==> config.mk <==
export PLATFORM = sky130hd
export DESIGN_NAME = mem_port_arbiter
export DESIGN_NICKNAME = d
export VERILOG_FILES = /design/src/rtl/mem_arb_pkg.sv /design/src/rtl/mem_timeout_counter.sv /design/src/rtl/mem_port_arbiter.sv
export SDC_FILE = /design/constraint.sdc
export NUM_CORES = 1
export LEC_CHECK = 0
export ABC_AREA = 1
export CAP_MARGIN = 10
export CORE_AREA = 5 5 108 110
export DETAILED_ROUTE_END_ITERATION = 10
export DIE_AREA = 0 0 113 115
export GPL_TIMING_DRIVEN = 0
export PLACE_DENSITY = 0.6
export SYNTH_ARGS = -nofsm -noshare
export SYNTH_HDL_FRONTEND = slang
export SYNTH_SLANG_ARGS = --single-unit
export TNS_END_PERCENT = 5
==> constraint.sdc <==
create_clock -name clk -period 5.8 [get_ports clk]
set_input_delay 1.16 -clock clk [delete_from_list [all_inputs] [get_ports clk]]
set_output_delay 1.16 -clock clk [all_outputs]
set_load 0.05 [all_outputs]
==> src/rtl/mem_arb_pkg.sv <==
// Shared types and constants for the memory port arbiter.
// Holds the FSM encoding, owner codes and default bus widths.
package mem_arb_pkg;

  localparam int ADDR_W_DEF = 8;
  localparam int DATA_W_DEF = 16;

  localparam logic OWNER_F = 1'b0;
  localparam logic OWNER_E = 1'b1;

  typedef enum logic [1:0] {
    ST_IDLE = 2'd0,
    ST_BUSY = 2'd1,
    ST_DONE = 2'd2
  } arb_state_t;

endpackage

==> src/rtl/mem_timeout_counter.sv <==
// Counts BUSY cycles without mem_ready; expired marks the cycle whose
// edge would complete TIMEOUT_CYCLES stalled cycles.
module mem_timeout_counter #(
  parameter int TIMEOUT_CYCLES = 16
) (
  input  logic clk,
  input  logic rst,
  input  logic clear,
  input  logic enable,
  output logic expired
);

  localparam int CNT_W = $clog2(TIMEOUT_CYCLES + 1);
  localparam logic [CNT_W-1:0] LAST = CNT_W'(TIMEOUT_CYCLES - 1);

  logic [CNT_W-1:0] cnt;

  always_ff @(posedge clk or posedge rst) begin
    if (rst) begin
      cnt <= '0;
    end else if (clear) begin
      cnt <= '0;
    end else if (enable && !expired) begin
      cnt <= cnt + 1'b1;
    end
  end

  assign expired = (cnt == LAST);

endmodule

==> src/rtl/mem_port_arbiter.sv <==
// Arbitrates one memory port between fetch (F) and execute (E) with
// E priority bounded by a streak limit and a per-access timeout guard.
//
// state | meaning
// IDLE  | sample requests, grant and launch strobe on the same edge
// BUSY  | strobe held, wait for mem_ready or timeout
// DONE  | one cycle with the owner's done/err pulse high
module mem_port_arbiter
  import mem_arb_pkg::*;
#(
  parameter int ADDR_W         = ADDR_W_DEF,
  parameter int DATA_W         = DATA_W_DEF,
  parameter int TIMEOUT_CYCLES = 16,
  parameter int MAX_E_STREAK   = 4
) (
  input  logic              clk,
  input  logic              rst,
  input  logic              f_req,
  input  logic [ADDR_W-1:0] f_addr,
  output logic              f_done,
  output logic              f_err,
  output logic [DATA_W-1:0] f_rdata,
  input  logic              e_req,
  input  logic              e_we,
  input  logic [ADDR_W-1:0] e_addr,
  input  logic [DATA_W-1:0] e_wdata,
  output logic              e_done,
  output logic              e_err,
  output logic [DATA_W-1:0] e_rdata,
  output logic              mem_read,
  output logic              mem_write,
  output logic [ADDR_W-1:0] mem_addr,
  output logic [DATA_W-1:0] mem_wdata,
  input  logic [DATA_W-1:0] mem_rdata,
  input  logic              mem_ready,
  output logic              busy,
  output logic              owner,
  output logic              timeout_flag
);

  localparam int SW = $clog2(MAX_E_STREAK + 1);
  localparam logic [SW-1:0] STREAK_MAX = SW'(MAX_E_STREAK);

  arb_state_t        state, state_n;
  logic [SW-1:0]     streak, streak_n;
  logic              owner_n, busy_n, timeout_flag_n;
  logic              mem_read_n, mem_write_n;
  logic [ADDR_W-1:0] mem_addr_n;
  logic [DATA_W-1:0] mem_wdata_n, f_rdata_n, e_rdata_n;
  logic              f_done_n, f_err_n, e_done_n, e_err_n;
  logic              grant_e, grant_f;
  logic              tmo_clear, tmo_en, tmo_expired;

  mem_timeout_counter #(
    .TIMEOUT_CYCLES(TIMEOUT_CYCLES)
  ) u_timeout (
    .clk    (clk),
    .rst    (rst),
    .clear  (tmo_clear),
    .enable (tmo_en),
    .expired(tmo_expired)
  );

  always_ff @(posedge clk or posedge rst) begin
    if (rst) begin
      state        <= ST_IDLE;
      streak       <= '0;
      owner        <= OWNER_F;
      busy         <= 1'b0;
      timeout_flag <= 1'b0;
      mem_read     <= 1'b0;
      mem_write    <= 1'b0;
      mem_addr     <= '0;
      mem_wdata    <= '0;
      f_rdata      <= '0;
      e_rdata      <= '0;
      f_done       <= 1'b0;
      f_err        <= 1'b0;
      e_done       <= 1'b0;
      e_err        <= 1'b0;
    end else begin
      state        <= state_n;
      streak       <= streak_n;
      owner        <= owner_n;
      busy         <= busy_n;
      timeout_flag <= timeout_flag_n;
      mem_read     <= mem_read_n;
      mem_write    <= mem_write_n;
      mem_addr     <= mem_addr_n;
      mem_wdata    <= mem_wdata_n;
      f_rdata      <= f_rdata_n;
      e_rdata      <= e_rdata_n;
      f_done       <= f_done_n;
      f_err        <= f_err_n;
      e_done       <= e_done_n;
      e_err        <= e_err_n;
    end
  end

  always_comb begin
    state_n        = state;
    streak_n       = streak;
    owner_n        = owner;
    timeout_flag_n = timeout_flag;
    mem_read_n     = mem_read;
    mem_write_n    = mem_write;
    mem_addr_n     = mem_addr;
    mem_wdata_n    = mem_wdata;
    f_rdata_n      = f_rdata;
    e_rdata_n      = e_rdata;
    f_done_n       = 1'b0;
    f_err_n        = 1'b0;
    e_done_n       = 1'b0;
    e_err_n        = 1'b0;
    grant_e        = 1'b0;
    grant_f        = 1'b0;
    tmo_clear      = 1'b0;
    tmo_en         = 1'b0;

    unique case (state)
      ST_IDLE: begin
        tmo_clear = 1'b1;
        // E loses a contested grant only once its streak has hit the limit
        grant_e = e_req && !(f_req && (streak == STREAK_MAX));
        grant_f = f_req && !grant_e;
        if (grant_e) begin
          owner_n     = OWNER_E;
          mem_addr_n  = e_addr;
          mem_wdata_n = e_wdata;
          mem_write_n = e_we;
          mem_read_n  = !e_we;
          state_n     = ST_BUSY;
          if (!f_req) begin
            streak_n = '0;
          end else if (streak != STREAK_MAX) begin
            streak_n = streak + 1'b1;
          end
        end else if (grant_f) begin
          owner_n     = OWNER_F;
          mem_addr_n  = f_addr;
          mem_write_n = 1'b0;
          mem_read_n  = 1'b1;
          streak_n    = '0;
          state_n     = ST_BUSY;
        end
      end
      ST_BUSY: begin
        if (mem_ready) begin
          if (owner == OWNER_F) begin
            f_rdata_n = mem_rdata;
            f_done_n  = 1'b1;
          end else begin
            if (!mem_write) e_rdata_n = mem_rdata;
            e_done_n = 1'b1;
          end
          mem_read_n  = 1'b0;
          mem_write_n = 1'b0;
          state_n     = ST_DONE;
        end else if (tmo_expired) begin
          if (owner == OWNER_F) f_err_n = 1'b1;
          else                  e_err_n = 1'b1;
          timeout_flag_n = 1'b1;
          mem_read_n     = 1'b0;
          mem_write_n    = 1'b0;
          state_n        = ST_DONE;
        end else begin
          tmo_en = 1'b1;
        end
      end
      ST_DONE: state_n = ST_IDLE;
      default: state_n = ST_IDLE;
    endcase

    busy_n = (state_n != ST_IDLE);
  end

endmodule

==> run_results.csv <==
group,metric,value,unit
pwr,total_power,2.90,mW
route,ant_nets,0,
floorplanning,die_h,115,µm
clock_tree,ctsResizeCount,0,
logic_synthesis,syn_area_per_cell,9.23,µm²
route,drt_iter0_drc,148,
grt,grt_overflow,0,
pwr,intPower,1.49,mW
clock_tree,hold_buffers,0,
pwr,netSwitchingPower,1.41,mW
pwr,power.sequential.fraction,30.2,%
route,first_pass_iters,4,
logic_synthesis,synth-seq-area-share,60.5,%
critical_path,crit_chain,"clkdlybuf4s50_1",
logic_synthesis,synth_seq_cells,75,
final_layout,fin_nets,524,
sta,timing.setup.tns,0,ns
clock_tree,clockRootBuffer,"clkbuf_8",
final_layout,design_area,4710,µm²
route,vias_per_cell,4.27,
route,drc,0,
sta,worst_pin_slew,0.537,ns
critical_path,cp_max_fo,4,
pwr,switching_share,48.7,%
pwr,cellLeakagePower,2.27,nW
floorplanning,design.core.area,10600,µm²
grt,grt_usage,12.7,%
pwr,p_comb_share,54.9,%
clock_tree,path_clk_slew,0.08,ns
sta,rsz0062_at_grt,"no",
sta,finalClockSkew,0.00724,ns
critical_path,cp.required,4.64,ns
logic_synthesis,yosys_warnings,0,
placed_design,place_ws,3.15,ns
critical_path,cpMaxStageDelayCell,"clkdlybuf4s50_1",
pwr,power_density,616,nW/µm²
critical_path,worstPathBufferInverterCount,1,
critical_path,crit_family,"buffers and inverters",
clock_tree,cts_max_path_buffers,2,
floorplanning,fp-row-count,38,
placed_design,dpl-instance-area,4490,µm²
route,wirelength,8010,µm
sta,hold_viol,0,
floorplanning,fp.dieArea,13000,µm²
final_layout,layout_commonest_cell,"nand2_1",
clock_tree,cts_buffers,9,
sta,whs,0.480,ns
floorplanning,initial_core_util,29.2,%
logic_synthesis,syn_inst,336,
placed_design,port_buffers,118,
clock_tree,htreeDepth,3,
clock_tree,cts_tree,"done",
logic_synthesis,ys_types,26,
sta,period_share,47.3,%
grt,grt_pass1_vias,2720,
route,vias,2609,
critical_path,worstSetupStartpointType,"flop",
final_layout,diodes,0,
final_layout,final_cell_mix,"nand2_1 (120), clkdlybuf4s50_1 (118), dfrtp_1 (75)",
placed_design,hpwl,6020,µm
clock_tree,post-cts-setup-buffers,0,
sta,setup_viol,0,
sta,period_needed,2.74,ns
sta,slew-limit-headroom,64.1,%
pwr,ir_drop,0.000253,V
route,wl_per_cell,13.1,µm
final_layout,areaGrowthSynthToFinish,51.8,%
final_layout,drive_gt1_share,8.28,%
logic_synthesis,synth_fp_nets,394,
clock_tree,clock_latency,0.34,ns
grt,grt_max_degree,67,
critical_path,cp_data_arrival_time,1.58,ns
flow_run,drv_cap,0,
critical_path,worst_setup_path_end_kind,"output port",
sta,slew_violations,0,
critical_path,slowest_delay,0.84,ns
sta,fmax,365,MHz
pwr,pwr-share-clk,14.9,%
placed_design,gp_congestion,0.790,
worst_hold_path,hold_path_class,"reg -> reg",
run_status,status,"finished, final reports clean",
logic_synthesis,netlist_area,3100,µm²
critical_path,crit_type,"reg -> out",
grt,grt_pass1_wl,13300,µm
clock_tree,cts_sinks,75,
floorplanning,fp.dieW,113,µm
sta,setup_ws,3.06,ns
floorplanning,io_pins,119,
grt,antenna_found_initial,0,
## synth_stat cells (all sizes together)
master | n | share of area [%]
and3 | 1 | 0.20
xnor2 | 2 | 0.57
nand3b | 8 | 1.9
ha | 4 | 1.6
nand4 | 2 | 0.61
o21ai | 41 | 6.7
buf | 11 | 2.5
inv | 42 | 5.2
nor2 | 11 | 2.3
nor3 | 1 | 0.16
o22ai | 1 | 0.20
dfrtp | 75 | 61
nand2 | 121 | 15
nand3 | 14 | 2.4
a21oi | 2 | 0.32
## layout make-up
class                      instances  area [µm²]
buffer                            11        76.3
clock buffer                      11         151
clock inverter                     5        67.6
fill                            1047        5900
inverter                          42         163
multi-input combinational        208         987
sequential                        75        1880
tap                              140         175
timing repair buffer             119        1210
## metrics by stage
stage / std cells / utilization, %
after floorplan: 336 / -
after global placement: 594 / 42.0
after CTS: 611 / 44.4
final: 611 / 44.4
after detailed placement: 595 / 42.3
after global routing: 611 / 44.4
## cells by family after synthesis
family                     share of synthesized area [%]
xor gates and xnor gates                           0.565
buffers and inverters                               7.63
and+or+nand+nor                                     22.4
AOI/OAI and AO/OA                                   7.26
DFF                                                 60.5
adders and majority gates                           1.61
## state kept, by name, indices dropped and copies added, names as in the netlist, 2 cells and up
| signal | flops |
|---|---|
| e_rdata | 16 |
| f_rdata | 16 |
| mem_addr | 8 |
| mem_wdata | 16 |
| state | 2 |
| streak | 3 |
| u_timeout.cnt | 5 |
## worst paths after layout
| path | from | endpoint | slack [ns] | depth (start not counted) |
|---|---|---|---|---|
| max | owner | owner | 3.06 | 1 |
| max in group asynchronous | rst | f_rdata[14] | 4.19 | 3 |
| min in group asynchronous | rst | mem_wdata[5] | 1.06 | 2 |
| min | mem_wdata[10] | mem_wdata[10] | 0.48 | 2 |
| min reg2reg | mem_wdata[10] | mem_wdata[10] | 0.48 | 2 |
| max reg2reg | u_timeout.cnt[0] | u_timeout.cnt[1] | 4.10 | 7 |
## power by group through the flow
stage          Combinational [mW]  Clock (mW)  Sequential (mW)
5_1_grt                      1.70       0.472            0.906
3_3_place_gp                 1.59           0            0.875
4_1_cts                      1.61       0.445            0.877
2_1_floorplan               0.358           0             1.56
3_5_place_dp                 1.61           0            0.882
6_report                     1.59       0.432            0.874
## routing by layer
layer / global-route usage (%) / share of wire [%] / vias to the layer above
met5: 0 / 0 / -
met3: 4.95 / 8.6 / 4
li1: - / - / 1307
met2: 20.3 / 46 / 86
met4: 3.77 / 0.85 / 0
met1: 16.1 / 44 / 1212
No activity file was read; power rests on OpenSTA's default activity.
